===== src/rtl/switch_debouncer_pkg.sv =====
`default_nettype none
// ============================================================================
// Module      : switch_debouncer_pkg
// Description : Shared constants and types for the slide-switch debouncer.
//               Holds the board switch width, the clock rate, the debounce
//               window, and the per-bit debounce state encoding.
// Revision    : 1.0 - initial release
// ============================================================================
package switch_debouncer_pkg;

    localparam int SW_WIDTH        = 6;
    localparam int CLK_HZ          = 50000000;
    localparam int DEBOUNCE_MS     = 20;
    localparam int DEBOUNCE_CYCLES = CLK_HZ / 1000 * DEBOUNCE_MS;

    // Per-bit debounce state: waiting for a difference, or timing one.
    typedef enum logic [0:0] {
        ST_IDLE     = 1'b0,
        ST_COUNTING = 1'b1
    } db_state_t;

endpackage : switch_debouncer_pkg
`default_nettype wire


===== src/rtl/debounce_bit.sv =====
`default_nettype none
// ============================================================================
// Module      : debounce_bit
// Description : Single-bit switch conditioner. It uses a two-flop
//               synchroniser and a stability counter, and produces one-cycle
//               rise/fall pulses on each accepted change.
// Ports       : clk      - rising-edge clock
//               rst      - asynchronous active-high reset
//               i_sw     - raw asynchronous switch input
//               o_stable - debounced value (registered)
//               o_rise   - one-cycle pulse on accepted 0->1
//               o_fall   - one-cycle pulse on accepted 1->0
//               o_accept - combinational: a change is accepted on this edge
// Revision    : 1.0 - initial release
// ============================================================================
module debounce_bit
    import switch_debouncer_pkg::*;
#(
    parameter int STABLE_CYCLES = DEBOUNCE_CYCLES,
    parameter int CNT_W         = $clog2(STABLE_CYCLES + 1)
) (
    input  logic clk,
    input  logic rst,
    input  logic i_sw,
    output logic o_stable,
    output logic o_rise,
    output logic o_fall,
    output logic o_accept
);

    localparam logic [CNT_W-1:0] c_last = CNT_W'(STABLE_CYCLES - 1);

    logic             r_sync1;
    logic             r_sync2;
    logic [CNT_W-1:0] r_cnt;
    logic             r_stable;
    logic             r_rise;
    logic             r_fall;
    db_state_t        r_state;

    logic             w_differ;
    logic             w_accept;
    logic [CNT_W-1:0] w_cnt_nxt;
    logic             w_stable_nxt;
    logic             w_rise_nxt;
    logic             w_fall_nxt;
    db_state_t        w_state_nxt;

    always_ff @(posedge clk or posedge rst) begin
        if (rst) begin
            r_sync1  <= 1'b0;
            r_sync2  <= 1'b0;
            r_cnt    <= '0;
            r_stable <= 1'b0;
            r_rise   <= 1'b0;
            r_fall   <= 1'b0;
            r_state  <= ST_IDLE;
        end else begin
            r_sync1  <= i_sw;
            r_sync2  <= r_sync1;
            r_cnt    <= w_cnt_nxt;
            r_stable <= w_stable_nxt;
            r_rise   <= w_rise_nxt;
            r_fall   <= w_fall_nxt;
            r_state  <= w_state_nxt;
        end
    end

    assign w_differ = (r_sync2 != r_stable);

    always_comb begin
        w_state_nxt  = r_state;
        w_cnt_nxt    = r_cnt;
        w_stable_nxt = r_stable;
        w_rise_nxt   = 1'b0;
        w_fall_nxt   = 1'b0;
        w_accept     = 1'b0;

        case (r_state)
            // Counter is held at zero here, so the first differing edge
            // counts as cycle one of the window (or accepts at once when the
            // window is a single cycle).
            ST_IDLE: begin
                if (w_differ) begin
                    if (r_cnt == c_last) begin
                        w_accept = 1'b1;
                    end else begin
                        w_cnt_nxt   = r_cnt + 1'b1;
                        w_state_nxt = ST_COUNTING;
                    end
                end else begin
                    w_cnt_nxt = '0;
                end
            end
            // Any bounce back to the old value restarts the window fully.
            ST_COUNTING: begin
                if (!w_differ) begin
                    w_cnt_nxt   = '0;
                    w_state_nxt = ST_IDLE;
                end else if (r_cnt == c_last) begin
                    w_accept = 1'b1;
                end else begin
                    w_cnt_nxt = r_cnt + 1'b1;
                end
            end
            default: begin
                w_cnt_nxt   = '0;
                w_state_nxt = ST_IDLE;
            end
        endcase

        if (w_accept) begin
            w_stable_nxt = r_sync2;
            w_cnt_nxt    = '0;
            w_state_nxt  = ST_IDLE;
            w_rise_nxt   = r_sync2;
            w_fall_nxt   = ~r_sync2;
        end
    end

    assign o_stable = r_stable;
    assign o_rise   = r_rise;
    assign o_fall   = r_fall;
    assign o_accept = w_accept;

endmodule : debounce_bit
`default_nettype wire


===== src/rtl/switch_debouncer.sv =====
`default_nettype none
// ============================================================================
// Module      : switch_debouncer
// Description : Conditions the raw slide-switch bus before it reaches the
//               display/LED logic. Each bit is synchronised into CLOCK_50
//               and debounced independently. The block emits the clean vector,
//               per-bit rise/fall pulses, and a summary change flag.
// Ports       : CLOCK_50   - system clock, rising edge
//               reset      - asynchronous active-high reset
//               SW         - raw bouncing switches [0:WIDTH-1]
//               sw_stable  - debounced switch vector
//               sw_rise    - per-bit one-cycle 0->1 pulse
//               sw_fall    - per-bit one-cycle 1->0 pulse
//               sw_changed - registered OR of all rise/fall pulses
// Revision    : 1.0 - initial release
// ============================================================================
module switch_debouncer
    import switch_debouncer_pkg::*;
#(
    parameter int WIDTH         = SW_WIDTH,
    parameter int STABLE_CYCLES = DEBOUNCE_CYCLES,
    parameter int CNT_W         = $clog2(STABLE_CYCLES + 1)
) (
    input  logic             CLOCK_50,
    input  logic             reset,
    input  logic [0:WIDTH-1] SW,
    output logic [0:WIDTH-1] sw_stable,
    output logic [0:WIDTH-1] sw_rise,
    output logic [0:WIDTH-1] sw_fall,
    output logic             sw_changed
);

    logic [0:WIDTH-1] w_accept;
    logic             r_changed;

    for (genvar gi = 0; gi < WIDTH; gi++) begin : g_bit
        debounce_bit #(
            .STABLE_CYCLES (STABLE_CYCLES),
            .CNT_W         (CNT_W)
        ) u_debounce_bit (
            .clk      (CLOCK_50),
            .rst      (reset),
            .i_sw     (SW[gi]),
            .o_stable (sw_stable[gi]),
            .o_rise   (sw_rise[gi]),
            .o_fall   (sw_fall[gi]),
            .o_accept (w_accept[gi])
        );
    end

    // Registered from the same acceptance terms that load the pulse flops,
    // so the flag lines up with the pulses rather than lagging by a cycle.
    always_ff @(posedge CLOCK_50 or posedge reset) begin
        if (reset) begin
            r_changed <= 1'b0;
        end else begin
            r_changed <= |w_accept;
        end
    end

    assign sw_changed = r_changed;

endmodule : switch_debouncer
`default_nettype wire


===== config.mk =====
export PLATFORM = sky130hd
export DESIGN_NAME = switch_debouncer
export DESIGN_NICKNAME = d
export VERILOG_FILES = /design/src/rtl/switch_debouncer_pkg.sv /design/src/rtl/debounce_bit.sv /design/src/rtl/switch_debouncer.sv
export SDC_FILE = /design/constraint.sdc
export NUM_CORES = 1
export LEC_CHECK = 0
export ABC_AREA = 1
export BUFFER_PORTS_ARGS = -buffer_cell sky130_fd_sc_hd__buf_2
export CORE_ASPECT_RATIO = 1.4
export CORE_UTILIZATION = 45
export CTS_CLUSTER_SIZE = 30
export DETAILED_ROUTE_END_ITERATION = 7
export PLACE_DENSITY_LB_ADDON = 0.12
export REMOVE_ABC_BUFFERS = 1
export SYNTH_ARGS = -nofsm -noshare
export SYNTH_HDL_FRONTEND = slang
export SYNTH_SLANG_ARGS = --single-unit

===== constraint.sdc =====
create_clock -name CLOCK_50 -period 5.8 [get_ports CLOCK_50]
set_input_delay 0.29 -clock CLOCK_50 [delete_from_list [all_inputs] [get_ports CLOCK_50]]
set_output_delay 0.29 -clock CLOCK_50 [all_outputs]
set_load 0.01 [all_outputs]

==> impl_results.md <==
* Status: completed
* RePlAce Congestion at 0.8580
* Worst-margin pin slew at 0.8031 ns
* Root buffer cell: clkbuf_16
* Total GRT Usage at 20.25%
* VDD IR max at 0.1773 mV
* WL met3 at 556 um
* Detailed Route Iter0 Violations at 305
* Total CTS buffers at 17
* Layout cells sized above 1 at 14.53%
* P&R area growth vs syn at 11.53%
* Crit path from: g_bit[4].u_debounce_bit.r_sync2
* Syn avg cell area at 7.754 sq um
* Row cnt at 58
* Slew Limit Headroom at 46.46%
* Maxcap violations at 0
* IO Pins at 27
* EDFF count, synth at 0
* Post-place setup slack at 3.885 ns
* Met1 wire length at 7416 um
* Min Clock Period, post-route at 1.709 ns
* Core area at 18,070 sq um
* Drt pass-1 iters at 4
* Antenna violations before repair at 0
* Worst Hold Margin at 0.02732 ns
* DIE AREA at 19,130 sq um
* Period utilization at 29.46%
* Clk slew on worst S/H paths at 0.06 ns
* Gr ovfl total at 0
* Largest net degree at the start of global routing at 88
* Die W at 117.2 um
* Final nets at 1,123
* Final hold vios at 0
* Fmax at 585.2 MHz
* Req. time, crit path at 6.15 ns
* Met2 wire len at 8779 um
* Power per Cell Area at 245.5 nW/um^2
* Asr flop ratio synth at 100.0%
* Synth Instances at 1,078
* Uppermost layer routed: met4
* Longest Clk Path Bufs at 2
* Fill count at 1,761
* Flops & latches, synth at 151
* ANT nets after route at 0
* Max Slew Vio Count at 0
* Htree depth at 4
* RR Endpoint: g_bit[4].u_debounce_bit.o_rise
* RSZ-0062 raised after global routing: no
* Final HPWL DP at 12,700 um
* First-pass GRT wire length at 30,060 um
* Chip Height at 163.3 um
* Area occupied by multi-input gates at 3915 sq um
* Post-synthesis sequential area ratio at 45.20%
* Yosys warns at 0
* Port bufs at 26
* Yosys cell types at 32
* Worst R2R Path Depth at 8
* Synth area leader: dfrtp_1
* Vias post-DR at 6,602
* Leak Pwr at 4.520 nW
* Worst flop-to-flop path startpoint: g_bit[4].u_debounce_bit.r_sync2
* Setup violations, final at 0
* Total Power at 0.002288 W
* Top-area cell type share of the netlist area at 45.20%
* DRC Markers at 0
* Count leader, synth: nor2_1
* # diodes at 0
* Worst path arrival time at 2.06 ns
* Via density per instance at 4.847
* Clock Sinks at 151
* Setup_tns at 0 ns
* Critical Path Fanout Max at 12
* Reg-to-reg slack, setup at 4.09 ns
* Top cells by area, synth: dfrtp_1 45%, nor2_1 11%, nand2_1 8.7%, nand3_1 6.4%, inv_1 5.6%
* WS Path Type: reg2reg
* Commonest cells post-synth: 238 x nor2_1, 193 x nand2_1, 151 x dfrtp_1, 124 x inv_1, 107 x nand3_1
* Hold Crit Class: in2async
* Startpoint Class: flip-flop
* Synth Flop Type: dfrtp_1
* Setup WS post-layout at 4.091 ns
* Vias in the first global route at 6,572
* CTS tree: yes
* Sequential cell area at 3779 sq um
* Wire length per cell at 12.61 um
* Skew-Pair Late Insertion Delay at 0.42 ns
* Final wirelength at 17,170 um
* Crit path capture type: flip-flop
* Mapped cell area at 8359 sq um
* Layout Skew at 0.006987 ns
* Post-CTS Resized at 0
* Initial Util at 46.26%
-- per-stage QoR --
stage                     cell area, sq um  instances  utilization (%)
after global routing                  9323       1362            51.59
after floorplan                       8212       1057                -
after detailed placement              8655       1324            47.89
final                                 9323       1362            51.59
after CTS                             9323       1362            51.59
after global placement                8655       1324            47.89
-- state kept, by name, indices dropped and copies added (netlist names) --
register,cells
g_bit.u_debounce_bit.o_rise,6
g_bit.u_debounce_bit.r_sync2,6
g_bit.u_debounce_bit.r_sync1,6
g_bit.u_debounce_bit.r_cnt,120
sw_changed,1
g_bit.u_debounce_bit.o_fall,6
g_bit.u_debounce_bit.o_stable,6
-- layout make-up --
type	count	area share [%]
inverter	138	5.610
multi-input combinational	768	41.99
sequential	151	40.53
clock inverter	11	1.584
tap	240	3.221
clock buffer	21	4.939
timing repair buffer	33	2.121
-- cell usage in the layout (no fill, tap or decap), drive strengths merged, types with 2 or more instances in the layout --
cell / n
xnor2: 27
nand4: 37
a21oi: 13
buf: 27
clkbuf: 21
or2: 4
dlygate4sd3: 6
bufinv: 3
nor2: 279
clkinv: 7
inv: 138
o21ai: 8
nor3: 16
nand3: 116
ha: 6
nand2: 227
nand3b: 3
dfrtp: 151
nor3b: 3
o21bai: 2
xor2: 25
-- report_power, final --
| group | switching, W | internal, W | total (W) | leakage [nW] |
|---|---|---|---|---|
| Sequential | 0.0000101 | 0.00107 | 0.00108 | 2.07 |
| Combinational | 0.0000535 | 0.0000202 | 0.0000737 | 2.16 |
| Clock | 0.000436 | 0.000701 | 0.00114 | 0.297 |
| Total | 0.000499 | 0.00179 | 0.00229 | 4.52 |
-- cell families (layout without fill, tap and decap cells) --
logic type	Yosys count	in the layout	synth area share, %
fa+ha+maj	6	6	0.8980
flops	151	151	45.20
buf+inv	159	203	7.963
xor+xnor	52	52	5.448
compound gates	24	24	1.542
simple gates	686	686	38.95
-- critical path, cell delays in order (launching register included) --
cell	delay, ns
dfrtp_1	0.39
inv_1	0.07
nand2_1	0.06
nand2_1	0.27
inv_1	0.41
nand2_1	0.10
nor2_1	0.17
inv_1	0.08
nor2_1	0.09
-- repair_timing --
| item | in CTS | in global routing |
|---|---|---|
| hold buffers | 6 | 0 |
| hold endpoints to repair | 6 | 0 |
| setup buffers | 0 | 0 |
-- layer usage --
layer	vias to the layer above	track usage (%)
met5	-	0
met4	0	8.285
met3	35	4.267
met2	92	35.35
met1	3046	23.79
li1	3429	-
-- worst max-delay path by stage --
stage	to	slack, ns	cells after the start
floorplan	g_bit[0].u_debounce_bit.o_fall	1.45	1
global placement	g_bit[2].u_debounce_bit.r_cnt[14]	3.92	3
detailed placement	sw_changed	3.89	3
CTS	g_bit[4].u_debounce_bit.o_rise	4.03	8
global route	g_bit[4].u_debounce_bit.o_rise	3.84	8
finish	g_bit[4].u_debounce_bit.o_rise	4.09	8
Note: power is estimated with default switching activity, not from simulation.
